## config.mk

```make
export PLATFORM = sky130hd
export DESIGN_NAME = mem_prio_arbiter
export DESIGN_NICKNAME = d
export VERILOG_FILES = /design/src/rtl/mem_prio_arbiter.sv
export SDC_FILE = /design/constraint.sdc
export NUM_CORES = 1
export LEC_CHECK = 0
export CAP_MARGIN = 20
export CORE_UTILIZATION = 25
export CTS_CLUSTER_SIZE = 28
export DETAILED_ROUTE_END_ITERATION = 10
export PLACE_DENSITY = 0.82
export SETUP_SLACK_MARGIN = 0.2
export SYNTH_ARGS = -nofsm -noshare
export SYNTH_HDL_FRONTEND = slang
export SYNTH_SLANG_ARGS = --single-unit
export TNS_END_PERCENT = 1
```

## constraint.sdc

```tcl
create_clock -name clk -period 2.97 [get_ports clk]
set_clock_uncertainty 0.15 [all_clocks]
set_input_delay 0.891 -clock clk [delete_from_list [all_inputs] [get_ports clk]]
set_output_delay 0.891 -clock clk [all_outputs]
set_load 0.1 [all_outputs]
```

## src/rtl/mem_prio_arbiter.sv

```systemverilog
// N-master memory arbiter: privileged master, round-robin among the rest,
// starvation override, and an in-order tag FIFO routing upstream responses back.
module mem_prio_arbiter #(
    parameter int unsigned CNT          = 2,
    parameter int unsigned QUEUE_DEPTH  = 2,
    parameter int unsigned PRIO_MASTER  = 1,
    parameter int unsigned STARVE_LIMIT = 4,
    parameter int unsigned PIPE         = 1,
    parameter int unsigned REQ_W        = 32,
    parameter int unsigned RESP_W       = 32
) (
    input  logic                            clk,
    input  logic                            rst,
    input  logic [CNT-1:0]                  master_req_valid_i,
    input  logic [CNT-1:0][REQ_W-1:0]       master_req_data_i,
    output logic [CNT-1:0]                  master_req_ready_o,
    output logic [CNT-1:0]                  master_resp_valid_o,
    output logic [CNT-1:0][RESP_W-1:0]      master_resp_data_o,
    input  logic [CNT-1:0]                  master_resp_ready_i,
    output logic                            slave_req_valid_o,
    output logic [REQ_W-1:0]                slave_req_data_o,
    input  logic                            slave_req_ready_i,
    input  logic                            slave_resp_valid_i,
    input  logic [RESP_W-1:0]               slave_resp_data_i,
    output logic                            slave_resp_ready_o,
    output logic [$clog2(QUEUE_DEPTH+1)-1:0] inflight
);

    localparam int unsigned IDX_W    = (CNT > 1) ? $clog2(CNT) : 1;
    localparam int unsigned PTR_W    = (QUEUE_DEPTH > 1) ? $clog2(QUEUE_DEPTH) : 1;
    localparam int unsigned OCC_W    = $clog2(QUEUE_DEPTH + 1);
    localparam int unsigned SC_W     = (STARVE_LIMIT > 0) ? $clog2(STARVE_LIMIT + 1) : 1;
    localparam bit          HAS_PRIO = (PRIO_MASTER < CNT);

    typedef logic [IDX_W-1:0] idx_t;
    typedef logic [PTR_W-1:0] ptr_t;
    typedef logic [OCC_W-1:0] occ_t;
    typedef logic [SC_W-1:0]  sc_t;

    localparam idx_t PRIO_IDX = idx_t'(HAS_PRIO ? PRIO_MASTER : 0);
    localparam idx_t LAST_IDX = idx_t'(CNT - 1);
    localparam ptr_t LAST_PTR = ptr_t'(QUEUE_DEPTH - 1);
    localparam occ_t FULL_OCC = occ_t'(QUEUE_DEPTH);

    typedef enum logic {
        ARB_FREE,
        ARB_HELD
    } arb_state_e;

    arb_state_e state_q, state_d;
    idx_t       lock_idx_q, lock_idx_d;
    idx_t       rr_ptr_q, rr_ptr_d;
    ptr_t       wr_ptr_q, wr_ptr_d;
    ptr_t       rd_ptr_q, rd_ptr_d;
    occ_t       occ_q, occ_d;
    logic [QUEUE_DEPTH-1:0][IDX_W-1:0] tag_q, tag_d;
    logic [CNT-1:0][SC_W-1:0]          starve_cnt_q, starve_cnt_d;

    logic empty, full, any_valid, can_push, push, pop, resp_ready;
    logic starve_hit, rr_hit;
    idx_t starve_idx, rr_idx, grant, head;

    assign empty      = (occ_q == '0);
    assign full       = (occ_q == FULL_OCC);
    assign head       = tag_q[rd_ptr_q];
    assign any_valid  = |master_req_valid_i;
    assign resp_ready = !empty && master_resp_ready_i[head];
    assign pop        = rst && slave_resp_valid_i && resp_ready;
    assign can_push   = !full || ((PIPE != 0) && pop);
    assign push       = slave_req_valid_o && slave_req_ready_i;

    always_comb begin
        starve_hit = 1'b0;
        starve_idx = '0;
        if (STARVE_LIMIT != 0) begin
            for (int unsigned i = 0; i < CNT; i++) begin
                if (!starve_hit && !(HAS_PRIO && i == PRIO_MASTER) &&
                    master_req_valid_i[idx_t'(i)] &&
                    (32'(starve_cnt_q[idx_t'(i)]) >= STARVE_LIMIT)) begin
                    starve_hit = 1'b1;
                    starve_idx = idx_t'(i);
                end
            end
        end

        rr_hit = 1'b0;
        rr_idx = '0;
        for (int unsigned k = 0; k < CNT; k++) begin
            if (!rr_hit && master_req_valid_i[idx_t'((32'(rr_ptr_q) + k) % CNT)]) begin
                rr_hit = 1'b1;
                rr_idx = idx_t'((32'(rr_ptr_q) + k) % CNT);
            end
        end

        // A held grant is honoured only while its master still presents valid,
        // so a withdrawn request can never steer another master's data upstream.
        if (state_q == ARB_HELD && master_req_valid_i[lock_idx_q]) begin
            grant = lock_idx_q;
        end else if (starve_hit) begin
            grant = starve_idx;
        end else if (HAS_PRIO && master_req_valid_i[PRIO_IDX]) begin
            grant = PRIO_IDX;
        end else begin
            grant = rr_idx;
        end
    end

    always_comb begin
        slave_req_valid_o  = rst && any_valid && can_push;
        slave_req_data_o   = master_req_data_i[grant];
        master_req_ready_o = '0;
        if (slave_req_valid_o && slave_req_ready_i) begin
            master_req_ready_o[grant] = 1'b1;
        end

        master_resp_valid_o = '0;
        if (rst && slave_resp_valid_i && !empty) begin
            master_resp_valid_o[head] = 1'b1;
        end
        for (int unsigned i = 0; i < CNT; i++) begin
            master_resp_data_o[idx_t'(i)] = slave_resp_data_i;
        end
        slave_resp_ready_o = rst && resp_ready;
        inflight           = occ_q;
    end

    always_comb begin
        state_d    = ARB_FREE;
        lock_idx_d = lock_idx_q;
        if (slave_req_valid_o && !slave_req_ready_i) begin
            state_d    = ARB_HELD;
            lock_idx_d = grant;
        end
    end

    always_comb begin
        tag_d    = tag_q;
        wr_ptr_d = wr_ptr_q;
        rd_ptr_d = rd_ptr_q;
        occ_d    = occ_q;
        if (push) begin
            tag_d[wr_ptr_q] = grant;
            wr_ptr_d        = (wr_ptr_q == LAST_PTR) ? '0 : wr_ptr_q + ptr_t'(1);
        end
        if (pop) begin
            rd_ptr_d = (rd_ptr_q == LAST_PTR) ? '0 : rd_ptr_q + ptr_t'(1);
        end
        case ({push, pop})
            2'b10:   occ_d = occ_q + occ_t'(1);
            2'b01:   occ_d = occ_q - occ_t'(1);
            default: occ_d = occ_q;
        endcase
    end

    always_comb begin
        rr_ptr_d     = rr_ptr_q;
        starve_cnt_d = starve_cnt_q;
        if (push && !(HAS_PRIO && grant == PRIO_IDX)) begin
            rr_ptr_d = (grant == LAST_IDX) ? '0 : grant + idx_t'(1);
        end
        if (push && STARVE_LIMIT != 0) begin
            for (int unsigned i = 0; i < CNT; i++) begin
                if (grant == idx_t'(i)) begin
                    starve_cnt_d[idx_t'(i)] = '0;
                end else if (!(HAS_PRIO && i == PRIO_MASTER) &&
                             master_req_valid_i[idx_t'(i)] &&
                             (32'(starve_cnt_q[idx_t'(i)]) < STARVE_LIMIT)) begin
                    starve_cnt_d[idx_t'(i)] = starve_cnt_q[idx_t'(i)] + sc_t'(1);
                end
            end
        end
    end

    always_ff @(posedge clk or negedge rst) begin
        if (!rst) begin
            state_q      <= ARB_FREE;
            lock_idx_q   <= '0;
            rr_ptr_q     <= '0;
            wr_ptr_q     <= '0;
            rd_ptr_q     <= '0;
            occ_q        <= '0;
            tag_q        <= '0;
            starve_cnt_q <= '0;
        end else begin
            state_q      <= state_d;
            lock_idx_q   <= lock_idx_d;
            rr_ptr_q     <= rr_ptr_d;
            wr_ptr_q     <= wr_ptr_d;
            rd_ptr_q     <= rd_ptr_d;
            occ_q        <= occ_d;
            tag_q        <= tag_d;
            starve_cnt_q <= starve_cnt_d;
        end
    end

endmodule
```

==> impl_metrics.ini, run 1 <==
[sta]
clock.fmax_mhz = 329
grt_setup_unrepaired = yes
timing.final.max_slew_violations = 0
maxSlewHeadroom = 0.678
part_of_the_cycle_the_worst_path_needs = 1.02
final-setup-viol-count = 32
fin_hold_ws_ns = 0.354
layout_setup_ws_ns = -0.0687
finalWorstPathRequiredPeriod_ns = 3.04
worst-slew-pin-transition_ns = 0.478
final-hold-violation-count = 0

[placed_design]
estimated_wirelength_of_the_detail_placed_design_um = 3950
routabilityCongestion = 0.810
placed_area_um2 = 2920
io_buffers = 111

[floorplanning]
die_w_um = 80.0
floorplan_core_area_um2 = 5890
boundaryPins = 208
die_height_um = 80.0
dieArea_um2 = 6400
num_rows = 28
initial_utilization = 0.259

[grt]
antenna_found_initial = 0
grt_first_pass_wirelength_um = 7280
grtUsageMet1 = 0.167
groute.usage.overall = 0.152
globalRouteMet2Util = 0.261
grt_start_max_net_pins = 10
via_count_of_the_first_global_routing_pass = 1452
global_route.overflow_total = 0
gr-max-usage-layer = met2
use_met3 = 0.0606

[synthesis]
mappedNetlistNets = 270
synthesis.area_per_instance_um2 = 9.28
ys_types = 34
synthCells = 164
dominantRegCellSynth = dfrtp_1
synth_edf_count = 0
yosys_warnings = 0
post_synth_top_area_cell = buf_4
async_reset_ff_frac = 1.00
synth.cell_area_um2 = 1520
yosysMostFrequentCell = buf_4
synth-seq-cells = 11
yosys.area.top_type_share = 0.321
yosysSeqAreaShare = 0.181
post_synth_main_area_contributors = buf_4 32%, mux2_2 25%, dfrtp_1 18%, mux2_4 2.0%, nor2_1 2.0%
netlist_top_cells_count = 65 x buf_4, 34 x mux2_2, 11 x dfrtp_1, 8 x nor2_1

[finish]
final_area_um2 = 3190
antennaDiodeCount = 0
areaGrowthSynthToFinish_pct = 110
layout.nets = 348
post_route_cells_drive_above_1_share = 0.564

[drt]
first_iter_violations = 51
detail_route.vias_per_cell = 4.45
num_vias = 1405
postRouteAntennaNets = 0
detail_route.drc_violations = 0
drt_pass1_iterations = 7
postRouteWirelength_um = 5040
route.detailed.wl_per_inst_um = 16.0

[power]
power.density_nw_per_um2 = 632
leakagePower_uw = 0.00142
swShare = 0.500
p_int_uw = 1010
clkPwrFrac = 0.073
comb_power_share = 0.777
p_sw_uw = 1010
pwr-share-seq = 0.150
max-vdd-ir-drop_uv = 400

[hold_path]
min_from = starve_cnt_q[0]$_DFFE_PN0P_
worst_hold_path.endpoint = starve_cnt_q[0]$_DFFE_PN0P_
hold_class = flip-flop to flip-flop
min_delay_path_depth = 1

[worst_setup_path]
path_class = input port to output pin
timing.reg2reg.setup_slack_ns = 0.63
worst_ep_required_time_ns = 1.93
peak_fanout_along_the_critical_path = 9
rr_startpoint = rd_ptr_q$_DFFE_PN0P_
rr_worst_depth = 6
critical_path.reg2reg.endpoint = lock_idx_q$_DFFE_PN0P_
timing.critical_path.to_type = output pin
critPathLaunchType = input port
critical_path_arrival_ns = 2.00

[cts]
worst_setup_hold_path_clk_slew_ns = 0.05
clk_buf_depth = 2
cts_num_sinks = 11
insertion_delay_ns = 0.24
root_buffer_selected_by_cts = clkbuf_8
tritoncts = done
cts_inserted_buffers = 3
cts_htree_levels = 1

[run]
number_of_maximum_capacitance_constraint_violations = 0

[status]
run_status = finished with violations
violations = setup timing
[metal layers]
layer  share of wire  vias up
met5               0        -
li1                -      657
met2            0.53       66
met4           0.016        0
met3           0.091       12
met1            0.36      670
[area by class of cell]
type | instances | area [um^2]
fillers | 499 | 2690
inverters | 1 | 3.75
well taps | 75 | 93.8
repair buffers | 142 | 1820
flip-flops and latches | 11 | 280
clock buffers | 4 | 45.0
multi-input cells | 83 | 948
[critical path: stages]
cell and delay, ns:
buf_8 0.08, nand2_4 0.04, o21a_4 0.22, buf_6 0.13
buf_12 0.14, mux2_4 0.31, buf_12 0.17
[flip-flops by register name, indices dropped and copies added (netlist names)]
name and cells:
tag_q 2, rd_ptr_q 1, state_q 1, wr_ptr_q 1, starve_cnt_q 3, lock_idx_q 1, inflight 2
[worst max path at each step]
stage | from | endpoint | slack, ns | cells past startpoint
2_1_floorplan | master_resp_ready_i[1] | slave_req_valid_o | -0.06 | 3
3_3_place_gp | master_req_valid_i[0] | slave_req_data_o[2] | -0.43 | 6
3_5_place_dp | master_req_valid_i[0] | slave_req_data_o[2] | -0.46 | 6
4_1_cts | master_req_valid_i[0] | slave_req_data_o[4] | -0.09 | 7
5_1_grt | master_req_valid_i[0] | slave_req_data_o[4] | -0.1 | 7
6_report | master_req_valid_i[0] | slave_req_data_o[2] | -0.07 | 7
[repair_timing]
| action | in CTS | in global routing |
|---|---|---|
| setup endpoints to repair | 39 | 35 |
| hold buffers | 0 | 0 |
| resized for setup | 41 | 5 |
| endpoints found under the hold margin | 0 | 0 |
| buffers inserted | 9 | 0 |
| pin swaps | 8 | 8 |
| gates cloned | 3 | 0 |
[cell families after synthesis]
| logic type | share of synthesized area |
|---|---|
| AOI/OAI and AO/OA | 0.0526 |
| and+or+nand+nor | 0.0979 |
| buffers and inverters | 0.336 |
| muxes | 0.294 |
| DFF | 0.181 |
| adders and majority gates | 0.0164 |
| xor gates and xnor gates | 0.0230 |
[power by group through the flow]
stage	clock network [uW]	registers [uW]	logic (uW)
after floorplan	0	372	1280
after global placement	0	298	1450
after detailed placement	0	303	1470
after CTS	155	301	1580
after global routing	163	312	1630
final	148	303	1570
[per-stage QoR]
step | util | instances | TNS, ns | total power [uW] | setup slack, ns
3_5_place_dp | 0.497 | 300 | -15.73 | 1770 | -0.458
5_1_grt | 0.543 | 316 | -2.56 | 2100 | -0.0953
4_1_cts | 0.545 | 316 | -2.54 | 2030 | -0.0950
2_1_floorplan | - | 164 | -0.218 | 1650 | -0.0551
6_report | 0.543 | 316 | -1.82 | 2020 | -0.0687
3_3_place_gp | 0.497 | 300 | -14.73 | 1750 | -0.434
[placed cells by master, fill, tap and decap left out, types with 2 or more instances in the layout]
cell type,synthesis,layout
mux2i_2,1,2
nor2_1,8,3
xnor2_1,2,2
buf_6,0,3
clkbuf_8,0,3
mux2_2,34,2
o21ai_0,3,3
mux2_4,2,34
nand2_1,3,2
ha_1,2,2
dfrtp_1,11,9
buf_4,65,23
clkdlybuf4s50_1,0,64
nor2_4,0,2
nor2_2,0,3
buf_16,0,3
xor2_1,2,2
nor3b_2,0,2
buf_2,3,4
a31oi_1,2,2
buf_12,0,42
No activity file was read; power rests on OpenSTA's default activity.
==> run 2: changes to the inputs <==
Settings changed: ABC_AREA from default to 1, CORE_UTILIZATION 25 to 26, CTS_CLUSTER_SIZE 28 to 24, GPL_TIMING_DRIVEN from default to 1, PLACE_DENSITY 0.82 to 0.83.
==> impl_metrics.ini, run 2 <==
[finish]
layout.cells.most_common_list = 74 x nand2_1, 64 x clkdlybuf4s50_1, 45 x nand2_2
layout.nets = 444
antennaDiodeCount = 0
areaGrowthSynthToFinish_pct = 105
number_of_flip_flops_in_the_largest_register = 3
post_route_cells_drive_above_1_share = 0.454
final-instance-count-excl-fill = 412
final_common_cell = nand2_1
largest-register = starve_cnt_q

[cts]
insertion_delay_ns = 0.24
clk_buf_depth = 2
holdBufCountCts = 0
cts_inserted_buffers = 3
cts_htree_levels = 1
cts_num_sinks = 11
tritoncts = done
root_buffer_selected_by_cts = clkbuf_8
worst_setup_hold_path_clk_slew_ns = 0.05

[floorplanning]
floorplan_core_area_um2 = 5920
dieArea_um2 = 6480
die_height_um = 80.5
boundaryPins = 208
num_rows = 28
initial_utilization = 0.271
die_w_um = 80.5

[worst_setup_path]
path_class = input port to output pin
timing.critical_path.slowest_cell_delay_ns = 0.16
critPathSlowestCell = buf_12
timing.critical_path.to_type = output pin
peak_fanout_along_the_critical_path = 7
critical_path_arrival_ns = 1.96
largest_delay_share_family_worst_path = buffers and inverters
crit_path_frequent_cell = nand2_2
cp_cell_sequence = buf_8 -> inv_4 -> nor2_4 -> nand2_2 -> nand2_4 -> buf_6 -> buf_12 -> buf_16 -> nand2_2 -> nand2_2 -> buf_12
critPathLaunchType = input port
critical_path.n_buffers_inverters = 6
worst_ep_required_time_ns = 1.93

[drt]
detail_route.drc_violations = 0
drt_pass1_iterations = 6
num_vias = 1840
detail_route.vias_per_cell = 4.47
route.detailed.wl_per_inst_um = 13.9
postRouteAntennaNets = 0
first_iter_violations = 57
postRouteWirelength_um = 5720

[run]
number_of_maximum_capacitance_constraint_violations = 0

[power]
leakagePower_uw = 0.00156
power.density_nw_per_um2 = 721
max-vdd-ir-drop_uv = 401
finalPower_uw = 2360

[synthesis]
synth_edf_count = 0
synthCells = 256
dominantRegCellSynth = dfrtp_1
synth.cell_area_um2 = 1600
netlist_top_cells_count = 115 x nand2_1, 67 x buf_4, 12 x inv_1, 11 x dfrtp_1, 9 x nand4_1
ys_types = 24
post_synth_top_area_cell = buf_4
yosys.area.top_type_share = 0.314
synth-seq-cells = 11
post_synth_main_area_contributors = buf_4 31%, nand2_1 27%, dfrtp_1 17%, nand4_1 3.5%, inv_1 2.8%
synthesis.area_per_instance_um2 = 6.26
async_reset_ff_frac = 1.00
yosys_warnings = 0
yosysSeqAreaShare = 0.172
mappedNetlistNets = 362
yosysMostFrequentCell = nand2_1

[status]
violations = setup timing
run_status = finished with violations

[sta]
grt_setup_unrepaired = yes
fin_hold_ws_ns = 0.351
maxSlewHeadroom = 0.790
final-hold-violation-count = 0
fin_tns_setup_ns = -0.236
clock.fmax_mhz = 333
finalWorstPathRequiredPeriod_ns = 3.00
worst-slew-pin-transition_ns = 0.314
final-setup-viol-count = 9
timing.final.max_slew_violations = 0
layout_setup_ws_ns = -0.0342
part_of_the_cycle_the_worst_path_needs = 1.01

[grt]
grt_start_max_net_pins = 15
via_count_of_the_first_global_routing_pass = 1825
grt_first_pass_wirelength_um = 8490
antenna_found_initial = 0
groute.usage.overall = 0.171
global_route.overflow_total = 0

[placed_design]
worst_slack_at_placement_ns = -0.446
routabilityCongestion = 0.789
estimated_wirelength_of_the_detail_placed_design_um = 3860
io_buffers = 111
place_inst = 388

[hold_path]
hold_class = flip-flop to flip-flop
-- run 2: cell types whose count changed in the layout (fill, tap and decap cells not counted), sizes merged, moves of 2 or more --
cell / previous run / this run
nand2: 3 / 122
inv: 1 / 14
mux2i: 3 / 0
a31oi: 2 / 0
nor2: 8 / 10
dlygate4sd2: 0 / 2
buf: 76 / 80
nor3: 2 / 0
a21oi: 0 / 4
nand4: 1 / 9
mux2: 36 / 0
nor3b: 3 / 1
nand3: 2 / 4
-- run 2: power breakdown --
part	switching, uW	leakage [uW]	internal [uW]	total, uW
sequential	69.3	0.000136	221	290
clock	62.3	0.0000228	94.8	157
combinational	1200	0.00140	716	1920
total	1330	0.00156	1030	2360
-- run 2: final timing paths --
kind	startpoint	endpoint	slack (ns)	depth (start not counted)
hold reg to reg	lock_idx_q$_DFFE_PN0P_	lock_idx_q$_DFFE_PN0P_	0.35	2
min in group asynchronous	rst	tag_q[1]$_DFFE_PN0P_	0.51	3
setup / recovery	master_req_valid_i[0]	slave_req_data_o[7]	-0.03	11
setup reg to reg	rd_ptr_q$_DFFE_PN0P_	inflight[1]$_DFFE_PN0P_	0.87	11
max in group asynchronous	rst	inflight[1]$_DFFE_PN0P_	1.97	4
hold / removal	lock_idx_q$_DFFE_PN0P_	lock_idx_q$_DFFE_PN0P_	0.35	2
-- run 2: worst min-delay path, delay by kind of cell (launching register included) --
| family | cells | cell delay, ns |
|---|---|---|
| AOI/OAI and AO/OA | 1 | 0.07 |
| DFF | 1 | 0.35 |
| and+or+nand+nor | 1 | 0.05 |
-- run 2: cell families after synthesis --
kind of cell / count (synthesis) / synth area share
AND/OR/NAND/NOR: 147 / 0.403
buffers and inverters: 85 / 0.359
adder cells (fa/ha/maj): 2 / 0.0156
XOR/XNOR: 4 / 0.0219
flip-flops: 11 / 0.172
AO/OA/AOI/OAI: 7 / 0.0289
-- run 2: final cells by class --
type                            instances  area (um^2)
Fill cell                             513         2640
Sequential cell                        11          278
Inverter                               14         60.1
Clock buffer                            4         45.0
Timing Repair Buffer                  148         1890
Multi-Input combinational cell        160          916
Tap cell                               75         93.8
-- run 2: per-stage QoR --
stage,utilization,cell area (um^2)
2_1_floorplan,-,1640
3_3_place_gp,0.479,2830
3_5_place_dp,0.479,2830
4_1_cts,0.545,3230
5_1_grt,0.554,3280
6_report,0.554,3280
-- run 2: routing by layer --
layer | track usage | wire length, um | up-vias
li1 | - | - | 880
met1 | 0.203 | 2210 | 824
met2 | 0.285 | 2940 | 101
met3 | 0.0284 | 336 | 35
met4 | 0.105 | 235 | 0
met5 | 0 | 0 | -
-- run 2: what timing repair did --
item / 4_1_cts / 5_1_grt
pin swaps: 28 / 19
endpoints found under the hold margin: 0 / 0
gates cloned: 3 / 0
endpoints found under the setup margin: 40 / 41
gates resized for setup: 74 / 13
buffers inserted: 15 / 2
